--- src/rtl/fc_pkg.sv ---
// -----------------------------------------------------------------------------
// fc_pkg
// Shared types and default widths for the weight/bias memory arbiter and the
// blocks that talk to it.
//   mem_req_e    : requester identity (CNN weight fetcher / FC DMA)
//   arb_state_e  : arbiter FSM states
//   *_DEF        : default word / address / burst-count widths
// -----------------------------------------------------------------------------
package fc_pkg;

  localparam int WORD_SIZE_DEF         = 16;
  localparam int MEM_ADDRESS_WIDTH_DEF = 10;
  localparam int COUNT_WIDTH_DEF       = 8;
  localparam int NUM_REQ               = 2;

  typedef enum logic {
    REQ_CNN = 1'b0,
    REQ_FC  = 1'b1
  } mem_req_e;

  typedef enum logic [1:0] {
    IDLE  = 2'd0,
    ISSUE = 2'd1,
    DRAIN = 2'd2
  } arb_state_e;

  // The requester that is not r; used to break ties in round-robin order.
  function automatic mem_req_e other_req(input mem_req_e r);
    return (r == REQ_CNN) ? REQ_FC : REQ_CNN;
  endfunction

endpackage

--- src/rtl/weight_mem_arbiter_if.sv ---
// -----------------------------------------------------------------------------
// weight_mem_arbiter_if
// Bundles the two requester burst handshakes and the memory read port seen by
// weight_mem_arbiter.
//   Requester side : req_*, addr_*, count_* (in to arbiter)
//                    gnt_*, rd_valid_*, rd_last, rd_data, done_* (out)
//   Memory side    : mem_addr (out of arbiter), mem_data (in, 1-cycle latency)
// Modports:
//   slave  - the arbiter itself
//   master - the environment (requesters + memory) driving the arbiter
// -----------------------------------------------------------------------------
interface weight_mem_arbiter_if
  import fc_pkg::*;
#(
  parameter int WORD_SIZE         = WORD_SIZE_DEF,
  parameter int MEM_ADDRESS_WIDTH = MEM_ADDRESS_WIDTH_DEF,
  parameter int COUNT_WIDTH       = COUNT_WIDTH_DEF
);

  logic                         req_cnn;
  logic                         req_fc;
  logic [MEM_ADDRESS_WIDTH-1:0] addr_cnn;
  logic [MEM_ADDRESS_WIDTH-1:0] addr_fc;
  logic [COUNT_WIDTH-1:0]       count_cnn;
  logic [COUNT_WIDTH-1:0]       count_fc;
  logic                         gnt_cnn;
  logic                         gnt_fc;
  logic [MEM_ADDRESS_WIDTH-1:0] mem_addr;
  logic [WORD_SIZE-1:0]         mem_data;
  logic [WORD_SIZE-1:0]         rd_data;
  logic                         rd_valid_cnn;
  logic                         rd_valid_fc;
  logic                         rd_last;
  logic                         done_cnn;
  logic                         done_fc;

  modport slave (
    input  req_cnn, req_fc, addr_cnn, addr_fc, count_cnn, count_fc, mem_data,
    output gnt_cnn, gnt_fc, mem_addr, rd_data, rd_valid_cnn, rd_valid_fc,
           rd_last, done_cnn, done_fc
  );

  modport master (
    output req_cnn, req_fc, addr_cnn, addr_fc, count_cnn, count_fc, mem_data,
    input  gnt_cnn, gnt_fc, mem_addr, rd_data, rd_valid_cnn, rd_valid_fc,
           rd_last, done_cnn, done_fc
  );

endinterface

--- src/rtl/rr_arbiter_2.sv ---
// -----------------------------------------------------------------------------
// rr_arbiter_2
// Combinational two-way round-robin winner select.
//   req         in  2  {req_fc, req_cnn}
//   last_served in  1  requester granted most recently
//   grant_valid out 1  at least one request present
//   winner      out 1  selected requester (meaningful only with grant_valid)
// On a tie the requester that was not served last wins.
// -----------------------------------------------------------------------------
module rr_arbiter_2
  import fc_pkg::*;
(
  input  logic [1:0] req,
  input  mem_req_e   last_served,
  output logic       grant_valid,
  output mem_req_e   winner
);

  always_comb begin
    grant_valid = |req;
    winner      = REQ_CNN;
    if (req == 2'b11) begin
      winner = other_req(last_served);
    end else if (req[1]) begin
      winner = REQ_FC;
    end
  end

endmodule

--- src/rtl/weight_mem_arbiter.sv ---
// -----------------------------------------------------------------------------
// weight_mem_arbiter
// Shares one synchronous-read weight/bias memory port between the CNN weight
// fetcher and the FC DMA. A granted burst issues one sequential address per
// cycle; returned words are tagged with a per-requester valid, the final word
// with rd_last, and the burst ends with a one-cycle done pulse.
//   clk  in  1   rising-edge clock
//   rst  in  1   asynchronous, active-low reset
//   bus  slave modport of weight_mem_arbiter_if (requesters + memory port)
// FSM: IDLE (arbitrate/latch) -> ISSUE (N addresses) -> DRAIN (last word,
// done) -> IDLE. A zero-length burst goes IDLE -> DRAIN -> IDLE.
// -----------------------------------------------------------------------------
module weight_mem_arbiter
  import fc_pkg::*;
#(
  parameter int WORD_SIZE         = WORD_SIZE_DEF,
  parameter int MEM_ADDRESS_WIDTH = MEM_ADDRESS_WIDTH_DEF,
  parameter int COUNT_WIDTH       = COUNT_WIDTH_DEF
)(
  input  logic                 clk,
  input  logic                 rst,
  weight_mem_arbiter_if.slave  bus
);

  arb_state_e                   state_reg, state_next;
  logic [MEM_ADDRESS_WIDTH-1:0] mem_addr_reg, mem_addr_next;
  logic [COUNT_WIDTH-1:0]       remaining_reg, remaining_next;
  mem_req_e                     owner_reg, owner_next;
  mem_req_e                     last_served_reg, last_served_next;
  logic                         issued_reg, issued_next;

  logic                         grant_valid;
  mem_req_e                     winner;
  logic [MEM_ADDRESS_WIDTH-1:0] sample_addr;
  logic [COUNT_WIDTH-1:0]       sample_count;

  logic [NUM_REQ-1:0]           gnt_vec;
  logic [NUM_REQ-1:0]           rd_valid_vec;
  logic [NUM_REQ-1:0]           done_vec;
  logic [WORD_SIZE-1:0]         rd_word;

  rr_arbiter_2 u_rr_arbiter_2 (
    .req         ({bus.req_fc, bus.req_cnn}),
    .last_served (last_served_reg),
    .grant_valid (grant_valid),
    .winner      (winner)
  );

  assign sample_addr  = (winner == REQ_CNN) ? bus.addr_cnn  : bus.addr_fc;
  assign sample_count = (winner == REQ_CNN) ? bus.count_cnn : bus.count_fc;

  // Next-state and datapath update.
  always_comb begin
    state_next       = state_reg;
    mem_addr_next    = mem_addr_reg;
    remaining_next   = remaining_reg;
    owner_next       = owner_reg;
    last_served_next = last_served_reg;
    issued_next      = 1'b0;
    case (state_reg)
      IDLE: begin
        // Requests are only looked at here; a burst is never aborted.
        if (grant_valid) begin
          owner_next       = winner;
          last_served_next = winner;
          mem_addr_next    = sample_addr;
          remaining_next   = sample_count;
          state_next       = (sample_count == '0) ? DRAIN : ISSUE;
        end
      end
      ISSUE: begin
        // mem_addr_reg is on the bus this cycle; its data returns next cycle.
        issued_next    = 1'b1;
        remaining_next = remaining_reg - 1'b1;
        if (remaining_reg == COUNT_WIDTH'(1)) begin
          // Final address stays on mem_addr through DRAIN and IDLE.
          state_next = DRAIN;
        end else begin
          mem_addr_next = mem_addr_reg + 1'b1;  // wraps modulo 2^width
        end
      end
      DRAIN: begin
        state_next = IDLE;
      end
      default: begin
        state_next = IDLE;
      end
    endcase
  end

  always_ff @(posedge clk or negedge rst) begin
    if (!rst) begin
      state_reg       <= IDLE;
      mem_addr_reg    <= '0;
      remaining_reg   <= '0;
      owner_reg       <= REQ_CNN;
      last_served_reg <= REQ_FC;  // CNN wins the first tie after reset
      issued_reg      <= 1'b0;
    end else begin
      state_reg       <= state_next;
      mem_addr_reg    <= mem_addr_next;
      remaining_reg   <= remaining_next;
      owner_reg       <= owner_next;
      last_served_reg <= last_served_next;
      issued_reg      <= issued_next;
    end
  end

  // Grant is held for the whole burst, i.e. whenever the FSM is not IDLE.
  for (genvar gi = 0; gi < NUM_REQ; gi++) begin : g_req
    assign gnt_vec[gi]      = (state_reg != IDLE) && (int'(owner_reg) == gi);
    assign rd_valid_vec[gi] = gnt_vec[gi] && issued_reg;
    assign done_vec[gi]     = gnt_vec[gi] && (state_reg == DRAIN);
  end

  assign rd_word          = bus.mem_data;
  assign bus.rd_data      = rd_word;
  assign bus.mem_addr     = mem_addr_reg;
  assign bus.gnt_cnn      = gnt_vec[REQ_CNN];
  assign bus.gnt_fc       = gnt_vec[REQ_FC];
  assign bus.rd_valid_cnn = rd_valid_vec[REQ_CNN];
  assign bus.rd_valid_fc  = rd_valid_vec[REQ_FC];
  assign bus.done_cnn     = done_vec[REQ_CNN];
  assign bus.done_fc      = done_vec[REQ_FC];
  // The word returning in DRAIN is the last one; zero-length bursts never
  // set issued_reg, so they produce no rd_last.
  assign bus.rd_last      = issued_reg && (state_reg == DRAIN);

endmodule

--- src/flat_wrapper.sv ---
// flat-port wrapper written by rule: the top's interface ports become plain ports
module weight_mem_arbiter_flat import fc_pkg::*;
#(
  parameter int WORD_SIZE         = WORD_SIZE_DEF,
  parameter int MEM_ADDRESS_WIDTH = MEM_ADDRESS_WIDTH_DEF,
  parameter int COUNT_WIDTH       = COUNT_WIDTH_DEF
)
  (clk, rst, bus_req_cnn, bus_req_fc, bus_addr_cnn, bus_addr_fc, bus_count_cnn, bus_count_fc, bus_mem_data, bus_gnt_cnn, bus_gnt_fc, bus_mem_addr, bus_rd_data, bus_rd_valid_cnn, bus_rd_valid_fc, bus_rd_last, bus_done_cnn, bus_done_fc);
  weight_mem_arbiter_if #(.WORD_SIZE(WORD_SIZE), .MEM_ADDRESS_WIDTH(MEM_ADDRESS_WIDTH), .COUNT_WIDTH(COUNT_WIDTH)) bus_i ();
  input  logic clk;
  input  logic rst;
  input wire logic [$bits(bus_i.req_cnn)-1:0] bus_req_cnn;
  input wire logic [$bits(bus_i.req_fc)-1:0] bus_req_fc;
  input wire logic [$bits(bus_i.addr_cnn)-1:0] bus_addr_cnn;
  input wire logic [$bits(bus_i.addr_fc)-1:0] bus_addr_fc;
  input wire logic [$bits(bus_i.count_cnn)-1:0] bus_count_cnn;
  input wire logic [$bits(bus_i.count_fc)-1:0] bus_count_fc;
  input wire logic [$bits(bus_i.mem_data)-1:0] bus_mem_data;
  output wire logic [$bits(bus_i.gnt_cnn)-1:0] bus_gnt_cnn;
  output wire logic [$bits(bus_i.gnt_fc)-1:0] bus_gnt_fc;
  output wire logic [$bits(bus_i.mem_addr)-1:0] bus_mem_addr;
  output wire logic [$bits(bus_i.rd_data)-1:0] bus_rd_data;
  output wire logic [$bits(bus_i.rd_valid_cnn)-1:0] bus_rd_valid_cnn;
  output wire logic [$bits(bus_i.rd_valid_fc)-1:0] bus_rd_valid_fc;
  output wire logic [$bits(bus_i.rd_last)-1:0] bus_rd_last;
  output wire logic [$bits(bus_i.done_cnn)-1:0] bus_done_cnn;
  output wire logic [$bits(bus_i.done_fc)-1:0] bus_done_fc;
  assign bus_i.req_cnn = bus_req_cnn;
  assign bus_i.req_fc = bus_req_fc;
  assign bus_i.addr_cnn = bus_addr_cnn;
  assign bus_i.addr_fc = bus_addr_fc;
  assign bus_i.count_cnn = bus_count_cnn;
  assign bus_i.count_fc = bus_count_fc;
  assign bus_i.mem_data = bus_mem_data;
  assign bus_gnt_cnn = bus_i.gnt_cnn;
  assign bus_gnt_fc = bus_i.gnt_fc;
  assign bus_mem_addr = bus_i.mem_addr;
  assign bus_rd_data = bus_i.rd_data;
  assign bus_rd_valid_cnn = bus_i.rd_valid_cnn;
  assign bus_rd_valid_fc = bus_i.rd_valid_fc;
  assign bus_rd_last = bus_i.rd_last;
  assign bus_done_cnn = bus_i.done_cnn;
  assign bus_done_fc = bus_i.done_fc;
  weight_mem_arbiter #(.WORD_SIZE(WORD_SIZE), .MEM_ADDRESS_WIDTH(MEM_ADDRESS_WIDTH), .COUNT_WIDTH(COUNT_WIDTH)) u_core (.clk(clk), .rst(rst), .bus(bus_i));
endmodule
--- config.mk ---
export PLATFORM = sky130hd
export DESIGN_NAME = weight_mem_arbiter_flat
export DESIGN_NICKNAME = d
export VERILOG_FILES = /design/src/rtl/fc_pkg.sv /design/src/rtl/weight_mem_arbiter_if.sv /design/src/rtl/rr_arbiter_2.sv /design/src/rtl/weight_mem_arbiter.sv /design/src/flat_wrapper.sv
export SDC_FILE = /design/constraint.sdc
export NUM_CORES = 1
export LEC_CHECK = 0
export ABC_AREA = 1
export BUFFER_PORTS_ARGS = -buffer_cell sky130_fd_sc_hd__clkbuf_2
export CELL_PAD_IN_SITES_DETAIL_PLACEMENT = 2
export CELL_PAD_IN_SITES_GLOBAL_PLACEMENT = 2
export CORE_ASPECT_RATIO = 1.2
export CORE_MARGIN = 5
export CORE_UTILIZATION = 24
export CTS_CLUSTER_DIAMETER = 200
export DETAILED_ROUTE_END_ITERATION = 10
export MAX_ROUTING_LAYER = met4
export PLACE_DENSITY = 0.9
export SYNTH_ARGS = -nofsm -noshare
export SYNTH_HDL_FRONTEND = slang
export SYNTH_HIERARCHICAL = 1
export SYNTH_SLANG_ARGS = --single-unit
--- constraint.sdc ---
create_clock -name clk -period 1.7 [get_ports clk]
set_input_delay 0.255 -clock clk [delete_from_list [all_inputs] [get_ports clk]]
set_output_delay 0.255 -clock clk [all_outputs]
set_load 0.03 [all_outputs]
[Word level (Yosys, flattened, before mapping)]
Cells that the tools add are included.
Storage, ports and cells
  flip-flop bits (word level): 23
  input port bits: 56
  output and inout port bits: 33
  word-level logic and storage cells: 47
Cells by class
  $add $sub $neg: 2
  eq/ne operators: 7
  muxes and demuxes: 15
  bitwise logic cells: 1
  reductions and logical operators: 16
Operators by type and width (count)
  10-bit two-way mux: 3
  10-bit case mux with 2 select lines: 1
  8-bit two-way mux: 2
  8-bit case mux with 2 select lines: 1
  10-bit by 1-bit adder with 10-bit output (second input constant): 1
  8-bit by 1-bit equality test with 1-bit output (second input constant): 1
  8-bit logical NOT: 1
  8-bit by 1-bit subtractor with 8-bit output (second input constant): 1
  1-bit logical AND: 7
  2-bit two-way mux: 3
  2-bit AND reduction: 3
  2-bit equality test (second input constant): 2
  1-bit two-way mux: 4
  2-bit by 1-bit != test with 1-bit output (second input constant): 2
  2-bit case mux with 2 select lines: 1
  2-bit nonzero test: 2
  3-bit AND reduction: 1
  2-bit by 1-bit equality test with 1-bit output (second input constant): 1
  2-bit logical NOT: 1
  2-bit != test (second input constant): 1
  2-bit OR reduction: 1
  1-bit inverter: 1

[Depth between registers and ports, before layout]
  depth in word-level cells: 7
  gate-level depth with buffers: 10
  depth with buffers taken out: 9

[Modules after synthesis]
Netlist, hierarchy kept.
By module, submodules not included
  weight_mem_arbiter: instances 1, cells each 268, area an instance 1854.3 um2, sequential area each 576.8 um2
  rr_arbiter_2: instances 1, cells each 3, area an instance 15.0 um2, sequential area each 0.0 um2

[Least setup slack after synthesis]
Ideal clock, no wire load.
  path type: register -> register
  from: register u_core.last_served_reg
  to: register u_core.state_reg[0]
  library setup time: 126 ps
  data arrival time: 1388 ps
  required time: 1574 ps
  slack: 187 ps
  cell stages (with the launch flop): 10
  path buffers: 1
  clock period less this slack: 1513 ps
  path through: dfstp_2 > a21oi_1 > buf_6 > or2_2 > o21ai_0 > nand2_1 > nor2_1 > nand2_1 > nand2_1 > nand2_1
Between the ends
  word-level cells in the longest chain between the ends: 7
Ends and longest elaborated chain
  from (decl): line weight_mem_arbiter.sv:29  | mem_req_e last_served_reg, last_served_next;
  from (signal assigned): line weight_mem_arbiter.sv:104  | last_served_reg <= last_served_next;
  1-bit two-way mux: line fc_pkg.sv:29  | return (r == REQ_CNN) ? REQ_FC : REQ_CNN;
  1-bit two-way mux: line rr_arbiter_2.sv:22  | if (req == 2'b11) begin
  named net u_core.winner: line weight_mem_arbiter.sv:33  | mem_req_e winner;
  8-bit two-way mux: line weight_mem_arbiter.sv:50  | assign sample_count = (winner == REQ_CNN) ? bus.count_cnn : bus.count_fc;
  8-bit logical NOT: line weight_mem_arbiter.sv:68  | state_next = (sample_count == '0) ? DRAIN : ISSUE;
  2-bit two-way mux: line weight_mem_arbiter.sv:68
  2-bit two-way mux: line weight_mem_arbiter.sv:63  | if (grant_valid) begin
  2-bit case mux with 2 select lines: line weight_mem_arbiter.sv:60  | case (state_reg)
  to (signal assigned): line weight_mem_arbiter.sv:100  | state_reg <= state_next;
  to (decl): line weight_mem_arbiter.sv:25  | arb_state_e state_reg, state_next;
The timed path passes the listed nets, and every way through them passes these cells. The select of a mux whose other input is x is not followed.
A chain may end at the register's enable or synchronous reset.

[Final worst setup path]
  from: register u_core.state_reg[0]
  to: output bus_gnt_fc
Between the ends
  word-level cells in the longest chain between the ends: 2
Ends and longest elaborated chain
  2-bit nonzero test: line weight_mem_arbiter.sv:111  | assign gnt_vec[gi] = (state_reg != IDLE) && (int'(owner_reg) == gi);
  1-bit logical AND: line weight_mem_arbiter.sv:111
  to (decl): line flat_wrapper.sv:20  | output wire logic [$bits(bus_i.gnt_fc)-1:0] bus_gnt_fc;
Every way passes these cells.

==> report_table.html <==
<table>
<tr><th>Metric</th><th>Value</th></tr>
<tr><th colspan="2">Run status</th></tr>
<tr><td>Outcome</td><td>finished with violations</td></tr>
<tr><td>Violated checks</td><td>negative hold slack</td></tr>
<tr><th colspan="2">Setup path</th></tr>
<tr><td>CP endpoint kind</td><td>output port</td></tr>
<tr><td>Arrival time at the worst endpoint</td><td>1.34 ns</td></tr>
<tr><td>Crit path launch type</td><td>flop</td></tr>
<tr><td>Launch point of the worst reg-to-reg path</td><td>u_core/last_served_reg</td></tr>
<tr><td>Setup CP Type</td><td>reg -&gt; out</td></tr>
<tr><td>Worst-case register-to-register setup slack</td><td>0.11 ns</td></tr>
<tr><td>Maximum fanout along the worst path</td><td>4</td></tr>
<tr><td>R2r endpoint</td><td>u_core/state_reg[0]</td></tr>
<tr><td>Data required time of the worst path</td><td>1.44 ns</td></tr>
<tr><td>Worst Reg-to-Reg Cells</td><td>9</td></tr>
<tr><th colspan="2">Flow run</th></tr>
<tr><td>Count of maximum capacitance violations</td><td>0</td></tr>
<tr><th colspan="2">Yosys</th></tr>
<tr><td>Post-synth design cell area</td><td>0.001869 mm^2</td></tr>
<tr><td>Dominant cell type by area after synthesis</td><td>sky130_fd_sc_hd__dfrtp_1</td></tr>
<tr><td>Largest cells by area after synthesis</td><td>sky130_fd_sc_hd__dfrtp_1 (29%), sky130_fd_sc_hd__nand2_1 (13%), sky130_fd_sc_hd__o21ai_0 (7.0%), sky130_fd_sc_hd__buf_4 (6.4%), sky130_fd_sc_hd__nor2_1 (6.2%)</td></tr>
<tr><td>Number of warnings printed during yosys synthesis</td><td>6</td></tr>
<tr><td>List of most frequent post-synthesis cells</td><td>sky130_fd_sc_hd__nand2_1 (65), sky130_fd_sc_hd__nor2_1 (31), sky130_fd_sc_hd__o21ai_0 (26)</td></tr>
<tr><td>Synth async-reset ratio</td><td>100.0%</td></tr>
<tr><td>Post-synth EDFFs</td><td>0</td></tr>
<tr><td>Cell with the most instances after synthesis</td><td>sky130_fd_sc_hd__nand2_1</td></tr>
<tr><td>Sequential fraction of the synthesis area</td><td>30.86%</td></tr>
<tr><td>Portion of synthesized cell area occupied by the leading cell type</td><td>29.45%</td></tr>
<tr><td>Post-synth top flop</td><td>sky130_fd_sc_hd__dfrtp_1</td></tr>
<tr><td>Synth Register Bits</td><td>23</td></tr>
<tr><td>Number of cells produced by synthesis</td><td>271</td></tr>
<tr><td>Synthesized area divided by synthesized cell count</td><td>6.898 um^2</td></tr>
<tr><td>Net count of the mapped netlist</td><td>330</td></tr>
<tr><td>Number of unique standard cell types used by synthesis</td><td>31</td></tr>
<tr><th colspan="2">Cells and area</th></tr>
<tr><td>Ratio of cells with drive above 1 in the final layout</td><td>31.75%</td></tr>
<tr><td>Final Non-Filler Cells</td><td>407</td></tr>
<tr><td>Flip-flop count of the largest register, all copies and words added</td><td>10</td></tr>
<tr><td>Ant. Diodes</td><td>0</td></tr>
<tr><td>Final standard cell area without fillers</td><td>0.002238 mm^2</td></tr>
<tr><td>Nets@finish</td><td>375</td></tr>
<tr><td>Sequential cell area</td><td>576.8 um^2</td></tr>
<tr><td>Area of the multi-input gates</td><td>0.001044 mm^2</td></tr>
<tr><td>Area grow syn2layout</td><td>19.75%</td></tr>
<tr><td>Count of filler cells inserted in the layout</td><td>915</td></tr>
<tr><th colspan="2">Hold path</th></tr>
<tr><td>Hold Path Class</td><td>in -&gt; async</td></tr>
<tr><th colspan="2">Timing</th></tr>
<tr><td>Maximum operating frequency</td><td>0.6253 GHz</td></tr>
<tr><td>Final hold violation count</td><td>22</td></tr>
<tr><td>Hold slack</td><td>-0.01343 ns</td></tr>
<tr><td>Setup TNS</td><td>0 ns</td></tr>
<tr><td>Worst setup skew after layout</td><td>0.002093 ns</td></tr>
<tr><td>Max_slew headroom</td><td>55.92%</td></tr>
<tr><td>Number of max-slew violations in the final report</td><td>0</td></tr>
<tr><td>Final critical-path share of the clock period</td><td>94.07%</td></tr>
<tr><td>Least-Margin Pin Slew</td><td>0.6612 ns</td></tr>
<tr><td>Setup ws final</td><td>0.1009 ns</td></tr>
<tr><td>Count of final setup violators</td><td>0</td></tr>
<tr><td>Time the final worst path needs with I/O delays and setup</td><td>1.599 ns</td></tr>
<tr><th colspan="2">GRT</th></tr>
<tr><td>Maximum number of pins on one net before global-route repair</td><td>24</td></tr>
<tr><td>Remaining global-route overflow</td><td>0</td></tr>
<tr><td>Number of global-route vias before repair</td><td>2172</td></tr>
<tr><td>GRT Total Usage</td><td>13.79%</td></tr>
<tr><td>Antenna violations before repair</td><td>0</td></tr>
<tr><td>Wire length of the first global-routing pass</td><td>10430 um</td></tr>
<tr><th colspan="2">Clocking</th></tr>
<tr><td>CTS clock-pin slew for the worst setup and hold paths</td><td>0.09 ns</td></tr>
<tr><td>Number of buffers inserted by hold repair at cts</td><td>0</td></tr>
<tr><td>Number of buffers created by CTS</td><td>3</td></tr>
<tr><td>Clock sinks</td><td>23</td></tr>
<tr><td>Clock latency on the worst-skew pair</td><td>0.28 ns</td></tr>
<tr><td>Number of H-tree levels</td><td>1</td></tr>
<tr><td>Worst-case clock buffer depth</td><td>2</td></tr>
<tr><td>TritonCTS clock tree</td><td>yes</td></tr>
<tr><td>Clock root buffer</td><td>sky130_fd_sc_hd__clkbuf_8</td></tr>
<tr><th colspan="2">Floorplanning</th></tr>
<tr><td>Die H</td><td>106.7 um</td></tr>
<tr><td>I/O pin cnt</td><td>89</td></tr>
<tr><td>Total core area</td><td>0.007664 mm^2</td></tr>
<tr><td>Area of the die</td><td>0.009661 mm^2</td></tr>
<tr><td># rows</td><td>35</td></tr>
<tr><td>Die width</td><td>90.57 um</td></tr>
<tr><td>Initial Util</td><td>24.39%</td></tr>
<tr><th colspan="2">Drt</th></tr>
<tr><td>Via count of the routed design</td><td>1953</td></tr>
<tr><td>DR vias/cell</td><td>4.799</td></tr>
<tr><td>Final antenna-violating net count</td><td>0</td></tr>
<tr><td>DRC errors left</td><td>0</td></tr>
<tr><td>DRT Pass-1 Iters</td><td>4</td></tr>
<tr><td>Drt total wl</td><td>6451 um</td></tr>
<tr><td>Number of DRC markers after the initial detailed-route iteration</td><td>40</td></tr>
<tr><td>Final routed wire length divided by cell count</td><td>15.85 um</td></tr>
<tr><th colspan="2">Power and ir drop</th></tr>
<tr><td>IR Drop Worst-Case VDD</td><td>0.0002567 V</td></tr>
<tr><td>Power per standard cell area</td><td>467.7 mW/mm^2</td></tr>
<tr><td>Standby leakage power</td><td>1.134 nW</td></tr>
<tr><th colspan="2">Placed design</th></tr>
<tr><td>Final weighted congestion in routability-driven placement</td><td>0.8360</td></tr>
<tr><td>HPWL after detailed placement</td><td>4977 um</td></tr>
<tr><td>Worst slack at placement</td><td>-0.01961 ns</td></tr>
<tr><td>Total placed cells including tap cells</td><td>400</td></tr>
<tr><td>Post-place instance area</td><td>0.002127 mm^2</td></tr>
<tr><td>Port bufs</td><td>56</td></tr>
</table>
cells in the final DEF, fill, tap and decap left out, types with 3 or more instances in the layout:
master                     count
sky130_fd_sc_hd__a21oi_2       3
sky130_fd_sc_hd__o21bai_1      3
sky130_fd_sc_hd__o21ai_1      10
sky130_fd_sc_hd__inv_1        18
sky130_fd_sc_hd__clkbuf_2     56
sky130_fd_sc_hd__or2_1         8
sky130_fd_sc_hd__o21ai_0      19
sky130_fd_sc_hd__nand3_1      19
sky130_fd_sc_hd__nand2_1      65
sky130_fd_sc_hd__buf_4         7
sky130_fd_sc_hd__dfrtp_1      22
sky130_fd_sc_hd__ha_1          3
sky130_fd_sc_hd__nor3_1        3
sky130_fd_sc_hd__nand2_2       3
sky130_fd_sc_hd__inv_2         5
sky130_fd_sc_hd__a21oi_1       5
sky130_fd_sc_hd__clkbuf_8      3
sky130_fd_sc_hd__o21ai_2       8
sky130_fd_sc_hd__nand4_1       3
sky130_fd_sc_hd__nor2_1       31
stage by stage:
stage / power, mW / utilization [%]
floorplan: 0.6657 / -
global placement: 0.6671 / 27.76
detailed placement: 0.6743 / 27.76
CTS: 1.056 / 28.51
global route: 1.092 / 29.21
finish: 1.047 / 29.21
worst max path at each step:
stage	start	end	slack [ns]	cells after the start
after CTS	u_core/last_served_reg	u_core/bus.mem_addr[3]	0.009	9
after detailed placement	u_core/last_served_reg	u_core/state_reg[0]	-0.02	9
after floorplan	u_core/last_served_reg	u_core/state_reg[0]	0.19	9
after global routing	u_core/last_served_reg	u_core/state_reg[0]	-0.003	9
final	u_core/state_reg[0]	bus_gnt_fc	0.10	3
after global placement	u_core/last_served_reg	u_core/state_reg[0]	0.09	9
cell type report:
cell class,count,area share (%)
Clock buffer,3,1.845
Clock inverter,1,0.2236
Inverter,24,4.136
Multi-Input combinational cell,199,46.62
Sequential cell,23,25.77
Tap cell,92,5.143
Timing Repair Buffer,65,16.27
logic make-up after synthesis:
family          share of synthesized area, %
compound gates                         16.87
flops                                  30.86
xor+xnor                              0.9373
fa+ha+maj                              2.008
simple gates                           34.07
buf+inv                                15.26
worst max-delay path: stages, from the launching register on:
cell	delay (ns)
sky130_fd_sc_hd__dfrtp_1	0.47
sky130_fd_sc_hd__nor2_1	0.32
sky130_fd_sc_hd__nor2_1	0.09
sky130_fd_sc_hd__clkbuf_2	0.19
routing by layer:
layer / GRT usage [%] / vias to the layer above / routed length, um
li1: - / 944 / -
met1: 14.25 / 964 / 2518
met2: 26.43 / 41 / 3606
met3: 2.456 / 4 / 250
met4: 3.936 / 0 / 75
met5: - / - / 0
where the power goes:
group          leakage, nW  switching, mW  internal (mW)
clock               0.0255          0.210          0.165
combinational        0.846         0.0648         0.0604
sequential           0.262              0          0.547
repair_timing:
item	in CTS	in global routing
buffers inserted	0	3
endpoints found under the setup margin	2	13
gates resized for setup	7	14
pin swaps	0	3
No activity file was read; power rests on OpenSTA's default activity.
